==> src/rtl/adder_pkg.sv <==
//==============================================================================
// adder_pkg - FSM state encoding and digit-count helpers for digit_serial_adder
// Revision: 1.0
//==============================================================================
`default_nettype none

package adder_pkg;

   typedef enum logic [1:0] {
      IDLE = 2'd0,
      RUN  = 2'd1,
      DONE = 2'd2
   } state_t;

   function automatic int ndig(input int width, input int digit);
      return width / digit;
   endfunction

   // A single-digit configuration still needs a 1-bit counter.
   function automatic int cnt_width(input int n);
      return (n > 1) ? $clog2(n) : 1;
   endfunction

endpackage

`default_nettype wire

==> src/rtl/digit_adder.sv <==
//==============================================================================
// digit_adder - combinational DIGIT-bit ripple adder built from full-adder cells
// Revision: 1.0
//==============================================================================
`default_nettype none

module digit_adder #(
   parameter int DIGIT = 4
) (
   input  logic [DIGIT-1:0] a,
   input  logic [DIGIT-1:0] b,
   input  logic             cin,
   output logic [DIGIT-1:0] sum,
   output logic             cout,
   output logic             c_top
);

   logic [DIGIT:0] c;

   assign c[0] = cin;

   for (genvar i = 0; i < DIGIT; i++) begin : g_fa
      assign sum[i]   = a[i] ^ b[i] ^ c[i];
      assign c[i + 1] = (a[i] & b[i]) | (c[i] & (a[i] ^ b[i]));
   end

   assign cout  = c[DIGIT];
   // Carry into the top bit; XOR with cout gives signed overflow on the last digit.
   assign c_top = c[DIGIT - 1];

endmodule

`default_nettype wire

==> src/rtl/digit_serial_adder.sv <==
//==============================================================================
// digit_serial_adder - multi-cycle add/sub, DIGIT bits per clock, LSD first
// Revision: 1.0
//==============================================================================
`default_nettype none

module digit_serial_adder
   import adder_pkg::*;
#(
   parameter int WIDTH = 16,
   parameter int DIGIT = 4
) (
   input  logic             clk,
   input  logic             rst_n,
   input  logic             in_valid,
   output logic             in_ready,
   input  logic [WIDTH-1:0] a,
   input  logic [WIDTH-1:0] b,
   input  logic             sub,
   input  logic             cin,
   output logic             out_valid,
   input  logic             out_ready,
   output logic [WIDTH-1:0] sum,
   output logic             carry,
   output logic             overflow,
   output logic             busy
);

   localparam int             NDIG = ndig(WIDTH, DIGIT);
   localparam int             CW   = cnt_width(NDIG);
   localparam logic [CW-1:0]  LAST = CW'(NDIG - 1);

   if ((DIGIT < 1) || (DIGIT > WIDTH) || ((WIDTH % DIGIT) != 0)) begin : g_bad_cfg
      $error("digit_serial_adder: WIDTH must be a positive multiple of DIGIT");
   end

   state_t           state;
   logic [WIDTH-1:0] a_sh;
   logic [WIDTH-1:0] b_sh;
   logic             cy;
   logic [CW-1:0]    cnt;

   logic [DIGIT-1:0] d_sum;
   logic             d_cout;
   logic             d_ctop;
   logic [WIDTH-1:0] sum_next;

   digit_adder #(
      .DIGIT (DIGIT)
   ) u_digit (
      .a     (a_sh[DIGIT-1:0]),
      .b     (b_sh[DIGIT-1:0]),
      .cin   (cy),
      .sum   (d_sum),
      .cout  (d_cout),
      .c_top (d_ctop)
   );

   // New digit enters at the top so the word is LSD-aligned after NDIG shifts.
   assign sum_next = (sum >> DIGIT) | (WIDTH'(d_sum) << (WIDTH - DIGIT));

   always_ff @(posedge clk or negedge rst_n) begin
      if (!rst_n) begin
         state    <= IDLE;
         a_sh     <= '0;
         b_sh     <= '0;
         cy       <= 1'b0;
         cnt      <= '0;
         sum      <= '0;
         carry    <= 1'b0;
         overflow <= 1'b0;
      end else begin
         case (state)
            IDLE: begin
               if (in_valid) begin
                  a_sh  <= a;
                  b_sh  <= sub ? ~b : b;
                  cy    <= sub | cin;
                  cnt   <= '0;
                  state <= RUN;
               end
            end
            RUN: begin
               sum  <= sum_next;
               a_sh <= a_sh >> DIGIT;
               b_sh <= b_sh >> DIGIT;
               cy   <= d_cout;
               cnt  <= cnt + 1'b1;
               if (cnt == LAST) begin
                  carry    <= d_cout;
                  overflow <= d_ctop ^ d_cout;
                  state    <= DONE;
               end
            end
            DONE: begin
               if (out_ready) begin
                  state <= IDLE;
               end
            end
            default: state <= IDLE;
         endcase
      end
   end

   assign in_ready  = (state == IDLE);
   assign out_valid = (state == DONE);
   assign busy      = (state == RUN) || (state == DONE);

endmodule

`default_nettype wire

==> config.mk <==
export PLATFORM = sky130hd
export DESIGN_NAME = digit_serial_adder
export DESIGN_NICKNAME = d
export VERILOG_FILES = /design/src/rtl/adder_pkg.sv /design/src/rtl/digit_adder.sv /design/src/rtl/digit_serial_adder.sv
export SDC_FILE = /design/constraint.sdc
export NUM_CORES = 1
export LEC_CHECK = 0
export BUFFER_PORTS_ARGS = -buffer_cell sky130_fd_sc_hd__buf_2
export CORE_UTILIZATION = 28
export DETAILED_ROUTE_END_ITERATION = 10
export RECOVER_POWER = 50
export SYNTH_ARGS = -nofsm -noshare
export SYNTH_HDL_FRONTEND = slang
export SYNTH_SLANG_ARGS = --single-unit
==> constraint.sdc <==
create_clock -name clk -period 2.1 [get_ports clk]
set_input_delay 0.21 -clock clk [delete_from_list [all_inputs] [get_ports clk]]
set_output_delay 0.21 -clock clk [all_outputs]
set_load 0.05 [all_outputs]
==> results.md, run 1 <==
- Largest net degree at the start of global routing: 69
- CTS Sinks: 55
- Gp weighted congestion: 0.679
- Final net count: 342
- Core box area: 0.00924 sq mm
- Synth cell types: 22
- Yosys reg bits: 55
- Crit share post-route: 1.00
- Remaining global-route overflow: 0
- Buf+Inv Stages, Crit Path: 3
- Clock Pin Slew Worst Setup and Hold Paths: 0.10 ns
- Die Wd: 99.6 um
- Worst Path Arrival: 2.33 ns
- Reg power frac: 0.351
- Dpl hpwl: 3.55 mm
- Die Ht: 99.6 um
- I/O pin cnt: 59
- Sw power: 2.45 mW
- Total die area: 0.00992 sq mm
- Netlist Area Pre-Place: 0.00267 sq mm
- Vias in the first global route: 1843
- ANT nets after route: 0
- Tot Pwr: 5.34 mW
- Yosys warnings: 0
- FMAX: 0.474 GHz
- Max-Cap Viols: 0
- Vias/cell: 4.22
- Max Slew Vio Count: 0
- Clock tree buffer depth: 2
- Peak supply drop: 1140 uV
- Final number of setup-violating endpoints: 1
- Crit-path slowest cell: dfrtp_1
- First DRT Iteration DRCs: 65
- Comb pwr share: 0.537
- Post-synth top area cell: dfrtp_1
- Final WS setup: -0.00944 ns
- CP Launch Type: flop
- H-tree Lvls: 2
- Global-route wire length before repair: 8.44 mm
- Sw frac: 0.459
- Clock share of power: 0.111
- Row count: 35
- TritonCTS clock tree: yes
- Design Area, Final: 0.00320 sq mm
- Crit-path cells: fa_2 > inv_2 > fa_1 > inv_1 > fa_2 > inv_2 > fa_2 > mux2i_1
- Pwr/cell area: 1670 mW/mm^2
- # diodes: 0
- Critical Path RT: 2.33 ns
- Mapped Nets: 282
- Share of Yosys cell area claimed by the top area cell type: 0.516
- RSZ-0062 raised after global routing: true
- DP Area: 0.00310 sq mm
- Clk_lat worst skew: 0.31 ns
- Initial antenna violation count: 0
- Total negative slack: -0.00944 ns
- Ranking of synthesized cells by area: dfrtp_1 (52%), mux2i_1 (9.8%), mux2_2 (6.3%)
- Lkg Pwr: 1.47 nW
- Worst setup EP type: flop
- Cell family with most CP delay: adder cells
- Worst Hold Class: in -> reg
- Max incr delay on CP: 0.42 ns
- DRT Pass-1 Iters: 4
- Layout cells sized above 1: 0.290
- PortBufs: 58
- Layout area overhead: 20.1%
- Critical path class: reg -> reg
- CTS Buf Count: 5
- Average cell area after synthesis: 11.3 sq um
- Max_slew headroom: 0.383
- Crit path top cell by count: fa_2
- Outcome: complete, but fails checks
- Via count: 1798
- DR DRC count: 0
- Internal power: 2.89 mW
- Post-place setup slack: -0.0694 ns
- Fin Clk Skew: 0.0135 ns
- Crit path max fanout: 2
- Fin crit period: 2.11 ns
- Clk root buf: clkbuf_8
- Post-synthesis sequential area ratio: 0.516
- Fin Hold WS: 0.138 ns
- Tightest Pin Transition: 0.925 ns
- Final wirelength: 4.96 mm
- Failing checks: setup timing
- Mapped Cells: 236
- Final hold vios: 0
- Gr usage total: 0.108
- Drt wl/cell: 11.6 um
- Starting Density: 0.289
-- final timing paths --
path	from	to	slack, ns	cells after the start
min in group asynchronous	rst_n	sum[3]	0.54	2
min reg2reg	b_sh[7]	b_sh[7]	0.49	2
min	a[14]	a_sh[14]	0.14	3
max	a_sh[0]	sum[15]	-0.009	8
max in group asynchronous	rst_n	a_sh[1]	0.50	3
max reg2reg	a_sh[0]	sum[15]	-0.009	8
-- synthesized netlist by cell type --
| master | count |
|---|---|
| a31oi_1 | 2 |
| a32o_1 | 1 |
| buf_2 | 5 |
| buf_4 | 4 |
| buf_6 | 4 |
| clkbuf_1 | 1 |
| clkbuf_2 | 1 |
| dfrtp_1 | 55 |
| fa_1 | 4 |
| ha_1 | 4 |
| inv_1 | 12 |
| mux2_2 | 15 |
| mux2i_1 | 26 |
| mux2i_2 | 1 |
| nand2_1 | 39 |
| nand2b_1 | 7 |
| nand3_1 | 1 |
| o21ai_0 | 26 |
| o21ai_1 | 6 |
| o31ai_1 | 5 |
| xnor2_1 | 4 |
| xor2_1 | 13 |
-- cells in the final DEF (no fill, tap or decap), types with 7 or more instances in the layout --
cell type / n
buf_2: 48
clkbuf_1: 11
dfrtp_1: 55
inv_1: 10
mux2_2: 15
mux2i_1: 26
nand2_1: 39
nand2b_1: 7
o21ai_0: 24
o21ai_1: 8
xor2_1: 13
-- area by class of cell --
type,instances,area (sq um)
fillers,990,6040
flip-flops and latches,55,1380
multi-input cells,154,1160
repair buffers,68,375
well taps,129,161
clock buffers,6,72.6
inverters,12,45.0
clock inverters,2,16.3
-- power by group through the flow --
| stage | logic, mW | clock network (mW) | registers (mW) |
|---|---|---|---|
| after detailed placement | 2.88 | 0 | 1.91 |
| final | 2.87 | 0.594 | 1.88 |
| after CTS | 2.92 | 0.625 | 1.88 |
| after global placement | 2.82 | 0 | 1.88 |
| after global routing | 3.18 | 0.668 | 1.95 |
| after floorplan | 1.71 | 0 | 2.45 |
-- stage by stage --
stage / utilization / std cells
3_5_place_dp: 0.335 / 415
6_report: 0.347 / 426
5_1_grt: 0.347 / 426
2_1_floorplan: - / 236
3_3_place_gp: 0.335 / 415
4_1_cts: 0.348 / 425
-- kinds of logic (layout without fill, tap and decap cells) --
logic type / count (synthesis) / after routing / share of synthesized area
multiplexers: 42 / 42 / 0.166
AO/OA/AOI/OAI: 40 / 40 / 0.0826
buffers and inverters: 27 / 88 / 0.0577
XOR/XNOR: 17 / 17 / 0.0558
flip-flops: 55 / 55 / 0.516
AND/OR/NAND/NOR: 47 / 47 / 0.0732
adder cells (fa/ha/maj): 8 / 8 / 0.0488
-- timing repair --
action                                 in CTS  in global routing
buffers inserted                            1                  1
resized for setup                           5                  2
endpoints found under the hold margin      15                  0
pin swaps                                   0                  2
setup endpoints to repair                   3                  3
hold buffers                                1                  0
gates cloned                                0                  0
-- routing by layer --
metal	wire, um	vias to the layer above	GRT usage
met1	2430	853	0.134
met4	49	0	0.0339
met2	2320	37	0.184
li1	-	903	-
met5	0	-	0
met3	158	5	0.0302
-- worst register-to-register path, delay by kind of cell (launching register included) --
kind,cells,cell delay [ns]
adder cells (fa/ha/maj),4,1.30
buffers and inverters,3,0.17
flip-flops,1,0.42
multiplexers,1,0.14
-- sequential cells by signal (all words and copies together), names as in the netlist --
| signal | count |
|---|---|
| a_sh | 16 |
| cy | 1 |
| cnt | 2 |
| overflow | 1 |
| b_sh | 16 |
| sum | 16 |
| state | 2 |
| carry | 1 |
(Power assumes the default switching activity.)
==> run 2, diff against run 1 <==
==> constraint.sdc (replaced) <==
create_clock -name clk -period 1.9 [get_ports clk]
set_input_delay 0.19 -clock clk [delete_from_list [all_inputs] [get_ports clk]]
set_output_delay 0.19 -clock clk [all_outputs]
set_load 0.05 [all_outputs]
==> results.md, run 2 (synthesized netlist as in run 1, its figures left out) <==
- Final wirelength: 4.85 mm (was 4.96 mm)
- Cell family with most CP delay: adder cells (unchanged)
- Sw power: 2.67 mW (was 2.45 mW)
- GR Util met3: 0.0323 (was 0.0302)
- Crit-path cells: fa_2 > inv_2 > fa_1 > inv_1 > fa_2 > inv_2 > fa_2 > mux2i_1 (unchanged)
- Commonest non-fill, non-tap cell in the layout: dfrtp_1 (unchanged)
- H-tree Lvls: 2 (unchanged)
- Largest regs: a_sh: 16 flops, b_sh: 16 flops, sum: 16 flops (unchanged)
- Commonest cells after routing, fill and taps aside: dfrtp_1 (55), buf_2 (50), nand2_1 (39), mux2i_1 (26), o21ai_0 (23) (was dfrtp_1 (55), buf_2 (48), nand2_1 (39), mux2i_1 (26), o21ai_0 (24))
- Final hold vios: 0 (unchanged)
- Clock Pin Slew Worst Setup and Hold Paths: 0.09 ns (was 0.10 ns)
- Vias in the first global route: 1784 (was 1843)
- # diodes: 0 (unchanged)
- Critical path class: reg -> reg (unchanged)
- Remaining global-route overflow: 0 (unchanged)
- Comb pwr share: 0.542 (was 0.537)
- # hold bufs at CTS: 0 (was 1)
- Gp weighted congestion: 0.672 (was 0.679)
- Critical Path RT: 2.12 ns (was 2.33 ns)
- Layout area overhead: 19.0% (was 20.1%)
- Final net count: 339 (was 342)
- FMAX: 0.475 GHz (was 0.474 GHz)
- Worst-case reg-to-reg path depth: 8 (unchanged)
- RSZ-0062 raised after global routing: true (unchanged)
- Max-Cap Viols: 0 (unchanged)
- Clock tree buffer depth: 2 (unchanged)
- Worst Path Arrival: 2.32 ns (was 2.33 ns)
- DR DRC count: 0 (unchanged)
- Largest net degree at the start of global routing: 69 (unchanged)
- Initial antenna violation count: 0 (unchanged)
- Global-route wire length before repair: 8.28 mm (was 8.44 mm)
- ANT nets after route: 0 (unchanged)
- Reg power frac: 0.354 (was 0.351)
- Buf+Inv Stages, Crit Path: 3 (unchanged)
- Internal power: 3.17 mW (was 2.89 mW)
- Vias/cell: 4.22 (about the same)
- Max incr delay on CP: 0.41 ns (was 0.42 ns)
- Placed cells: 414 (was 415)
- Tightest Pin Transition: 1.38 ns (was 0.925 ns)
- First DRT Iteration DRCs: 46 (was 65)
- Final number of setup-violating endpoints: 3 (was 1)
- Clk_lat worst skew: 0.30 ns (was 0.31 ns)
- Final WS setup: -0.204 ns (was -0.00944 ns)
- Row count: 35 (unchanged)
- CTS Sinks: 55 (unchanged)
- Crit path top cell by count: fa_2 (unchanged)
- Layout cells sized above 1: 0.295 (was 0.290)
- Gr usage total: 0.106 (was 0.108)
- Peak supply drop: 1080 uV (was 1140 uV)
- TritonCTS clock tree: yes (unchanged)
- Crit share post-route: 1.11 (was 1.00)
- Die Ht: 99.6 um (unchanged)
- FF-to-FF End: sum[15] (unchanged)
- Failing checks: setup timing (unchanged)
- Util after Layout: 0.344 (was 0.347)
- Sw frac: 0.458 (was 0.459)
- Fin Clk Skew: 0.00969 ns (was 0.0135 ns)
- Drt wl/cell: 11.5 um (was 11.6 um)
- Clk root buf: clkbuf_8 (unchanged)
- Die Wd: 99.6 um (unchanged)
- Starting Density: 0.289 (unchanged)
- Hold path depth: 3 (unchanged)
- DRT Pass-1 Iters: 4 (unchanged)
- Pwr/cell area: 1840 mW/mm^2 (was 1670 mW/mm^2)
- Post-place setup slack: -0.213 ns (was -0.0694 ns)
- Dpl hpwl: 3.34 mm (was 3.55 mm)
- Max_slew headroom: 0.0816 (was 0.383)
- PortBufs: 58 (unchanged)
- Outcome: complete, but fails checks (unchanged)
- Total die area: 0.00992 sq mm (unchanged)
- M2 GR Usage: 0.179 (was 0.184)
- Max Slew Vio Count: 0 (unchanged)
- Total negative slack: -0.426 ns (was -0.00944 ns)
- Worst hold endpoint: a_sh[14] (unchanged)
- I/O pin cnt: 59 (unchanged)
- CTS Buf Count: 5 (unchanged)
- Worst Hold Class: in -> reg (unchanged)
- Fin cells: 421 (was 426)
- Crit path max fanout: 2 (unchanged)
- Fin crit period: 2.10 ns (was 2.11 ns)
- Crit-path slowest cell: dfrtp_1 (unchanged)
- Worst reg2reg startpoint: a_sh[0] (unchanged)
- Worst setup EP type: flop (unchanged)
- Hold Startpoint: a[14] (unchanged)
- CP Launch Type: flop (unchanged)
- GRT busiest layer: met2 (unchanged)
- Met1 Usage GRT: 0.130 (was 0.134)
- Core box area: 0.00924 sq mm (unchanged)
- Via count: 1778 (was 1798)
- Setup slack on the worst flop-to-flop path: -0.20 ns (was -0.009 ns)
- Clock share of power: 0.103 (was 0.111)
- Lkg Pwr: 1.46 nW (was 1.47 nW)
==> run 2: changes by cell type in the layout (fill, tap and decap cells not counted), sizes merged <==
cell | previous run | this run
clkbuf | 18 | 14
buf | 55 | 56
dlygate4sd3 | 1 | 0
inv | 13 | 12
==> run 2: tightest hold or removal path: cells and delay by family <==
family | cells | cell delay, ns
buffers and inverters | 1 | 0.09
AND/OR/NAND/NOR | 1 | 0.06
AO/OA/AOI/OAI | 1 | 0.05
==> run 2: metal layers <==
layer,share of wire,up-vias
li1,-,898
met1,0.47,837
met2,0.47,38
met3,0.050,5
met4,0.0095,0
met5,0,-
==> run 2: area by class of cell <==
type                       count  area [sq um]
inverter                      12          45.0
timing repair buffer          65           355
sequential                    55          1380
tap                          129           161
clock buffer                   5          68.8
clock inverter                 1          7.51
multi-input combinational    154          1160
fill                         975          6070
==> run 2: per-stage QoR <==
stage	cell area [sq um]	total power, mW	hold WS [ns]
floorplan	2670	4.61	-0.106
global placement	3100	5.21	0.377
detailed placement	3100	5.31	0.384
CTS	3180	5.94	0.0484
global route	3170	6.34	0.124
finish	3170	5.84	0.122
==> run 2: how the worst max path moves through the flow <==
stage                        from        to  slack (ns)  cells past startpoint
final                     a_sh[0]   sum[15]       -0.20                      8
after global routing      a_sh[0]   sum[15]       -0.28                      8
after CTS                 a_sh[0]  overflow       -0.22                      9
after detailed placement  b_sh[0]  overflow       -0.21                      9
after global placement    a_sh[0]  overflow       -0.17                      9
after floorplan           a_sh[0]  overflow       -0.12                      9
==> run 2: repair_timing <==
item | CTS | global route
pin swaps | 1 | 2
hold endpoints to repair | 0 | 0
setup endpoints to repair | 5 | 5
gates resized for setup | 0 | 6
setup buffers | 1 | 0
==> run 2: power by group through the flow <==
stage | combinational [mW] | sequential, mW | clock, mW
5_1_grt | 3.51 | 2.16 | 0.676
3_3_place_gp | 3.14 | 2.08 | 0
4_1_cts | 3.22 | 2.08 | 0.642
2_1_floorplan | 1.90 | 2.71 | 0
6_report | 3.17 | 2.07 | 0.602
3_5_place_dp | 3.20 | 2.11 | 0
